**config.mk**
```make
export PLATFORM = sky130hd
export DESIGN_NAME = csh_req_seq_flat
export DESIGN_NICKNAME = d
export VERILOG_FILES = /design/src/rtl/csh_pkg.sv /design/src/rtl/csh_req_seq_if.sv /design/src/rtl/csh_timeout.sv /design/src/rtl/csh_req_seq.sv /design/src/flat_wrapper.sv
export SDC_FILE = /design/constraint.sdc
export NUM_CORES = 1
export LEC_CHECK = 0
export CAP_MARGIN = 30
export CORE_ASPECT_RATIO = 1.5
export CORE_UTILIZATION = 46
export CTS_CLUSTER_DIAMETER = 150
export CTS_CLUSTER_SIZE = 30
export DETAILED_ROUTE_END_ITERATION = 7
export GPL_TIMING_DRIVEN = 0
export PLACE_DENSITY = 0.72
export SLEW_MARGIN = 10
export SYNTH_ARGS = -nofsm -noshare
export SYNTH_HDL_FRONTEND = slang
export SYNTH_SLANG_ARGS = --single-unit
```
**constraint.sdc**
```tcl
create_clock -name clk -period 1.2 [get_ports clk]
set_clock_uncertainty 0.05 [all_clocks]
set_input_delay 0.24 -clock clk [delete_from_list [all_inputs] [get_ports clk]]
set_output_delay 0.24 -clock clk [all_outputs]
set_load 0.05 [all_outputs]
```
**src/rtl/csh_pkg.sv**
```systemverilog
// rtl/csh_pkg.sv - shared state encoding and default sizing for the cache request sequencer
package csh_pkg;

  localparam int CSH_LINE_WORDS = 4;
  localparam int CSH_TIMEOUT    = 255;

  typedef enum logic [2:0] {
    IDLE,
    T0,
    RETRY,
    MISS,
    FILL,
    WREQ,
    WWAIT,
    RESP
  } cshState_t;

endpackage

```
**src/rtl/csh_req_seq_if.sv**
```systemverilog
// rtl/csh_req_seq_if.sv - MCL/EBOX request and memory handshake bundle for csh_req_seq
interface csh_req_seq_if import csh_pkg::*; #(
  parameter int LINE_WORDS = CSH_LINE_WORDS
);

  localparam int WC_W = $clog2(LINE_WORDS);

  logic            eboxReqIn;
  logic            reqWrite;
  logic            cacheHit;
  logic            pfEBOXHandle;
  logic            memAck;
  logic            memDone;
  logic            cshEBOXT0;
  logic            cshEBOXRetry;
  logic            mboxRespIn;
  logic            memReq;
  logic            memWrite;
  logic            cshWrEn;
  logic [WC_W-1:0] wordCnt;
  logic            nxm;
  logic            busy;

  // The sequencer is the slave: it answers EBOX requests and the memory handshake.
  modport slave (
    input  eboxReqIn, reqWrite, cacheHit, pfEBOXHandle, memAck, memDone,
    output cshEBOXT0, cshEBOXRetry, mboxRespIn, memReq, memWrite, cshWrEn,
           wordCnt, nxm, busy
  );

  modport master (
    output eboxReqIn, reqWrite, cacheHit, pfEBOXHandle, memAck, memDone,
    input  cshEBOXT0, cshEBOXRetry, mboxRespIn, memReq, memWrite, cshWrEn,
           wordCnt, nxm, busy
  );

endinterface

```
**src/rtl/csh_timeout.sv**
```systemverilog
// rtl/csh_timeout.sv - memory-response watchdog counting idle cycles while a transfer is outstanding
module csh_timeout import csh_pkg::*; #(
  parameter int TIMEOUT = CSH_TIMEOUT
) (
  input  logic clk,
  input  logic reset,
  input  logic run,
  input  logic clr,
  output logic expired
);

  localparam int CW = $clog2(TIMEOUT + 1);

  logic [CW-1:0] idleCnt;

  always_ff @(posedge clk) begin
    if (reset || !run || clr) begin
      idleCnt <= '0;
    end else begin
      idleCnt <= idleCnt + 1'b1;
    end
  end

  // Fires on the TIMEOUT-th consecutive idle cycle so the FSM leaves on that edge.
  assign expired = run && !clr && (idleCnt == CW'(TIMEOUT - 1));

endmodule

```
**src/rtl/csh_req_seq.sv**
```systemverilog
// rtl/csh_req_seq.sv - cache request sequencer: T0 lookup, page-fail retry, line refill, write-through, NXM watchdog
module csh_req_seq import csh_pkg::*; #(
  parameter int LINE_WORDS = CSH_LINE_WORDS,
  parameter int TIMEOUT    = CSH_TIMEOUT
) (
  input logic          clk,
  input logic          reset,
  csh_req_seq_if.slave bus
);

  localparam int              WC_W      = $clog2(LINE_WORDS);
  localparam logic [WC_W-1:0] LAST_WORD = WC_W'(LINE_WORDS - 1);

  cshState_t       state;
  logic            hitQ;
  logic            wdRun;
  logic            wdClr;
  logic            expired;
  logic            t0Q;
  logic            retryQ;
  logic            respQ;
  logic            memReqQ;
  logic            memWriteQ;
  logic            wrEnQ;
  logic            nxmQ;
  logic            busyQ;
  logic [WC_W-1:0] wordCntQ;

  assign wdRun = state inside {MISS, FILL, WREQ, WWAIT};
  // Only the handshake that is meaningful in the current state counts as progress.
  assign wdClr = ((state == MISS || state == WREQ) && bus.memAck) ||
                 ((state == FILL || state == WWAIT) && bus.memDone);

  csh_timeout #(.TIMEOUT(TIMEOUT)) uWatchdog (
    .clk     (clk),
    .reset   (reset),
    .run     (wdRun),
    .clr     (wdClr),
    .expired (expired)
  );

  always_ff @(posedge clk) begin
    if (reset) begin
      state     <= IDLE;
      hitQ      <= 1'b0;
      t0Q       <= 1'b0;
      retryQ    <= 1'b0;
      respQ     <= 1'b0;
      memReqQ   <= 1'b0;
      memWriteQ <= 1'b0;
      wrEnQ     <= 1'b0;
      nxmQ      <= 1'b0;
      busyQ     <= 1'b0;
      wordCntQ  <= '0;
    end else begin
      t0Q    <= 1'b0;
      retryQ <= 1'b0;
      respQ  <= 1'b0;
      wrEnQ  <= 1'b0;
      nxmQ   <= 1'b0;
      unique case (state)
        IDLE: begin
          if (bus.eboxReqIn) begin
            state <= T0;
            t0Q   <= 1'b1;
            busyQ <= 1'b1;
          end
        end
        T0: begin
          hitQ <= bus.cacheHit;
          if (bus.pfEBOXHandle) begin
            state  <= RETRY;
            retryQ <= 1'b1;
          end else if (bus.reqWrite) begin
            state     <= WREQ;
            memReqQ   <= 1'b1;
            memWriteQ <= 1'b1;
          end else if (bus.cacheHit) begin
            state <= RESP;
            respQ <= 1'b1;
          end else begin
            state   <= MISS;
            memReqQ <= 1'b1;
          end
        end
        RETRY, RESP: begin
          state <= IDLE;
          busyQ <= 1'b0;
        end
        MISS, WREQ: begin
          // A memDone arriving with memAck here is deliberately not consumed.
          if (bus.memAck) begin
            state     <= (state == MISS) ? FILL : WWAIT;
            memReqQ   <= 1'b0;
            memWriteQ <= 1'b0;
            wordCntQ  <= '0;
          end
        end
        FILL: begin
          if (bus.memDone) begin
            wrEnQ    <= 1'b1;
            wordCntQ <= wordCntQ + 1'b1;
            if (wordCntQ == LAST_WORD) begin
              state <= RESP;
              respQ <= 1'b1;
            end
          end
        end
        WWAIT: begin
          if (bus.memDone) begin
            wrEnQ <= hitQ;
            state <= RESP;
            respQ <= 1'b1;
          end
        end
        default: state <= IDLE;
      endcase
      if (expired) begin
        state     <= RESP;
        respQ     <= 1'b1;
        nxmQ      <= 1'b1;
        memReqQ   <= 1'b0;
        memWriteQ <= 1'b0;
      end
    end
  end

  assign bus.cshEBOXT0    = t0Q;
  assign bus.cshEBOXRetry = retryQ;
  assign bus.mboxRespIn   = respQ;
  assign bus.memReq       = memReqQ;
  assign bus.memWrite     = memWriteQ;
  assign bus.cshWrEn      = wrEnQ;
  assign bus.wordCnt      = wordCntQ;
  assign bus.nxm          = nxmQ;
  assign bus.busy         = busyQ;

endmodule
```
**src/flat_wrapper.sv**
```systemverilog
// flat-port wrapper written by rule: the top's interface ports become plain ports
module csh_req_seq_flat import csh_pkg::*;
#(
  parameter int LINE_WORDS = CSH_LINE_WORDS,
  parameter int TIMEOUT    = CSH_TIMEOUT
)
  (clk, reset, bus_eboxReqIn, bus_reqWrite, bus_cacheHit, bus_pfEBOXHandle, bus_memAck, bus_memDone, bus_cshEBOXT0, bus_cshEBOXRetry, bus_mboxRespIn, bus_memReq, bus_memWrite, bus_cshWrEn, bus_wordCnt, bus_nxm, bus_busy);
  csh_req_seq_if #(.LINE_WORDS(LINE_WORDS)) bus_i ();
  input logic clk;
  input logic reset;
  input wire logic [$bits(bus_i.eboxReqIn)-1:0] bus_eboxReqIn;
  input wire logic [$bits(bus_i.reqWrite)-1:0] bus_reqWrite;
  input wire logic [$bits(bus_i.cacheHit)-1:0] bus_cacheHit;
  input wire logic [$bits(bus_i.pfEBOXHandle)-1:0] bus_pfEBOXHandle;
  input wire logic [$bits(bus_i.memAck)-1:0] bus_memAck;
  input wire logic [$bits(bus_i.memDone)-1:0] bus_memDone;
  output wire logic [$bits(bus_i.cshEBOXT0)-1:0] bus_cshEBOXT0;
  output wire logic [$bits(bus_i.cshEBOXRetry)-1:0] bus_cshEBOXRetry;
  output wire logic [$bits(bus_i.mboxRespIn)-1:0] bus_mboxRespIn;
  output wire logic [$bits(bus_i.memReq)-1:0] bus_memReq;
  output wire logic [$bits(bus_i.memWrite)-1:0] bus_memWrite;
  output wire logic [$bits(bus_i.cshWrEn)-1:0] bus_cshWrEn;
  output wire logic [$bits(bus_i.wordCnt)-1:0] bus_wordCnt;
  output wire logic [$bits(bus_i.nxm)-1:0] bus_nxm;
  output wire logic [$bits(bus_i.busy)-1:0] bus_busy;
  assign bus_i.eboxReqIn = bus_eboxReqIn;
  assign bus_i.reqWrite = bus_reqWrite;
  assign bus_i.cacheHit = bus_cacheHit;
  assign bus_i.pfEBOXHandle = bus_pfEBOXHandle;
  assign bus_i.memAck = bus_memAck;
  assign bus_i.memDone = bus_memDone;
  assign bus_cshEBOXT0 = bus_i.cshEBOXT0;
  assign bus_cshEBOXRetry = bus_i.cshEBOXRetry;
  assign bus_mboxRespIn = bus_i.mboxRespIn;
  assign bus_memReq = bus_i.memReq;
  assign bus_memWrite = bus_i.memWrite;
  assign bus_cshWrEn = bus_i.cshWrEn;
  assign bus_wordCnt = bus_i.wordCnt;
  assign bus_nxm = bus_i.nxm;
  assign bus_busy = bus_i.busy;
  csh_req_seq #(.LINE_WORDS(LINE_WORDS), .TIMEOUT(TIMEOUT)) u_core (.clk(clk), .reset(reset), .bus(bus_i));
endmodule
```
==> reports/metrics.cfg, run 1 <==
[worst_hold_path]
hold_end=u_core.bus.wordCnt[1]
hp-class=in -> reg
worstHoldStart=bus_memDone
holdPathStages=3

[timing]
fin_crit_sh_pct=117
hold_violations=0
setup_violations=18
max_freq_mhz=711
finalCriticalPeriod_ns=1.41
worst_slack_ns=-0.206
max_slew_margin_pct=82.8
rsz0062_at_grt=true
finalMaxSlewViolations=0
worstMarginPinSlew_ns=0.257

[worst_setup_path]
path_cells=buf_6, nor3b_4, a31oi_4, or2_4, buf_6, o32ai_4
crit_path_start_kind=flip-flop
crit_arrival_ns=1.59
cp_common_cell=buf_6
critical_path_class=reg -> reg
timing.rr.end=u_core.bus.mboxRespIn
ff2ff_setup_slack_ns=-0.21
endpoint_kind=flip-flop
r2r-start=u_core.state[2]
max_stage_delay_ns=0.34
crit_fanout=6
reg2reg_depth=6
cpMaxStageDelayCell=dfxtp_2
cp.required_ns=1.38

[synth]
synth_nets=135
async_flop_share_pct=0
synth_edf_count=0
synth_top_cell_by_area=dfxtp_1
syn_avg_cell_area_um2=8.74
synth.top_cell.area_share_pct=40.6
yosys_warnings=0
syn_area_um2=1080
synth.distinct_cells=41
ys.flop_type=dfxtp_1
synth.area.top_cells=dfxtp_1 (41%), nor2_1 (6.6%), nand3_1 (4.6%), xor2_1 (4.0%), ha_1 (3.5%)
netlist_instances=124
synth-seq-area-share_pct=40.6
ys_ff_latch=22

[finish]
fillers=182
multi_input_area_um2=701
nNetsFinal=168
final_cell_count_no_fill=179
syn2layout_area_growth_pct=43.6
diodes=0
final-seq-area_um2=458
layout-drive-gt1-share_pct=40.4
design_area_um2=1560
largest_reg_flops=8
max_flop_register=u_core.uWatchdog.idleCnt

[placed_design]
gp_congestion=0.825
portBuffers=17
place_inst=164
placed_cell_area_um2=1300
hpwl_um=1720

[routing]
wl_um=2630
drt_iter0_drc=23
ant_nets=0
via_per_inst=5.65
vias=1012
wire_per_inst_um=14.7
first_pass_iters=4
drc_errors=0

[die]
start_util_pct=48.5
die_area_um2=2560
dieHeight_um=61.4
io_pins=18
std_cell_rows=21
core-area_um2=2230
dieWidth_um=41.6

[outcome]
status=finished, violations left
violations=negative setup slack

[clock_network]
cts_root_buf=clkbuf_4
clk_pin_slew_worst_paths_ns=0.12
clk_latency_ns=0.32
cts_buffer_depth=2
cts.hold.buffers_added=0
cts_tree=yes
cts_sinks=22
cts_buffers=3
htree_num_levels=1

[global_route]
grt_pass1_vias=978
grt_max_degree=14
grt_overflow=0
grt_pass1_wl_um=4310
antenna_found_initial=0
track_usage_pct=21.7

[power_and_ir_drop]
leakage_uw=0.000620
fin_total_pwr_uw=1850
power_density_nw_per_um2=1190
ir_drop_mv=0.891

[job]
maxCapViolCount=0

synthesized netlist by cell type (2+ instances only):
cell / n
a21oi_1: 5
a22oi_1: 3
and3_1: 2
buf_4: 2
buf_6: 2
dfxtp_1: 22
ha_1: 3
inv_1: 4
nand2_1: 6
nand2b_1: 3
nand3_1: 10
nand4_1: 3
nor2_1: 19
nor3_1: 2
nor4_1: 2
o21ai_0: 7
xor2_1: 5
worst max-delay path, delay by kind of cell, from the launching register on:
family | cells | cell delay, ns
AND/OR/NAND/NOR | 2 | 0.51
flip-flops | 1 | 0.34
buffers and inverters | 2 | 0.27
AO/OA/AOI/OAI | 2 | 0.15
final cells by class:
type | count | share of cell area, %
timing repair buffer | 28 | 15.8
multi-input combinational | 91 | 45.0
buffer | 7 | 3.62
tap | 23 | 1.85
clock buffer | 3 | 1.45
sequential | 22 | 29.4
clock inverter | 1 | 1.93
inverter | 4 | 0.965
cells by family after synthesis:
group | synth area share [%]
adder cells (fa/ha/maj) | 3.46
flip-flops | 40.6
AND/OR/NAND/NOR | 28.3
AO/OA/AOI/OAI | 15.2
buffers and inverters | 6.00
XOR/XNOR | 6.35
metrics by stage:
stage,setup TNS [ns],util (%),setup slack [ns],hold slack [ns]
final,-2.48,69.7,-0.206,0.264
after global routing,-3.55,69.7,-0.249,0.298
after CTS,-2.49,67.2,-0.180,0.416
after detailed placement,-11.19,58.0,-0.593,0.420
after global placement,-11.25,58.0,-0.573,0.412
after floorplan,-1.30,-,-0.134,0.326
where the power goes:
group          switching [µW]  total [µW]  internal (µW)
registers                35.1         804            769
logic                     268         471            203
clock network             238         576            338
worst max path at each step:
| stage | to | startpoint |
|---|---|---|
| after detailed placement | u_core.bus.mboxRespIn | bus_memDone |
| after global placement | u_core.bus.mboxRespIn | bus_memDone |
| after CTS | u_core.bus.mboxRespIn | u_core.state[2] |
| after global routing | u_core.bus.mboxRespIn | u_core.state[2] |
| after floorplan | u_core.bus.mboxRespIn | u_core.state[2] |
| final | u_core.bus.mboxRespIn | u_core.state[2] |
per-layer routing:
metal / global-route usage (%) / up-vias / routed length [µm]
li1: - / 504 / -
met1: 22.4 / 486 / 1080
met2: 43.1 / 15 / 1450
met3: 2.93 / 7 / 53
met4: 10.1 / 0 / 43
met5: 0 / - / 0
cell usage in the layout (no fill, tap or decap), drive strengths merged, types with 2 or more instances in the layout:
| cell type | count |
|---|---|
| a21oi | 5 |
| a22oi | 3 |
| a31oi | 2 |
| and3 | 2 |
| buf | 23 |
| clkbuf | 8 |
| clkdlybuf4s50 | 6 |
| dfxtp | 22 |
| ha | 3 |
| inv | 4 |
| nand2 | 6 |
| nand2b | 4 |
| nand3 | 10 |
| nand4 | 4 |
| nor2 | 19 |
| nor3 | 2 |
| nor3b | 2 |
| nor4 | 2 |
| o21ai | 7 |
| or2 | 2 |
| xor2 | 6 |
timing repair:
action	in CTS	in global routing
buffers inserted	10	0
pin swaps	6	6
cloned	1	0
resized for setup	82	21
setup endpoints to repair	29	30
Power figures use the tool's default switching activity.
==> run 2: changes to the inputs <==
--- a/config.mk
+++ b/config.mk
@@ -13,7 +13,7 @@
 export DETAILED_ROUTE_END_ITERATION = 7
 export GPL_TIMING_DRIVEN = 0
 export PLACE_DENSITY = 0.72
-export SLEW_MARGIN = 10
+export SLEW_MARGIN = 15
 export SYNTH_ARGS = -nofsm -noshare
 export SYNTH_HDL_FRONTEND = slang
 export SYNTH_SLANG_ARGS = --single-unit
==> results of run 2 <==
Final layout, timing and power as in run 1 (identical DEF).
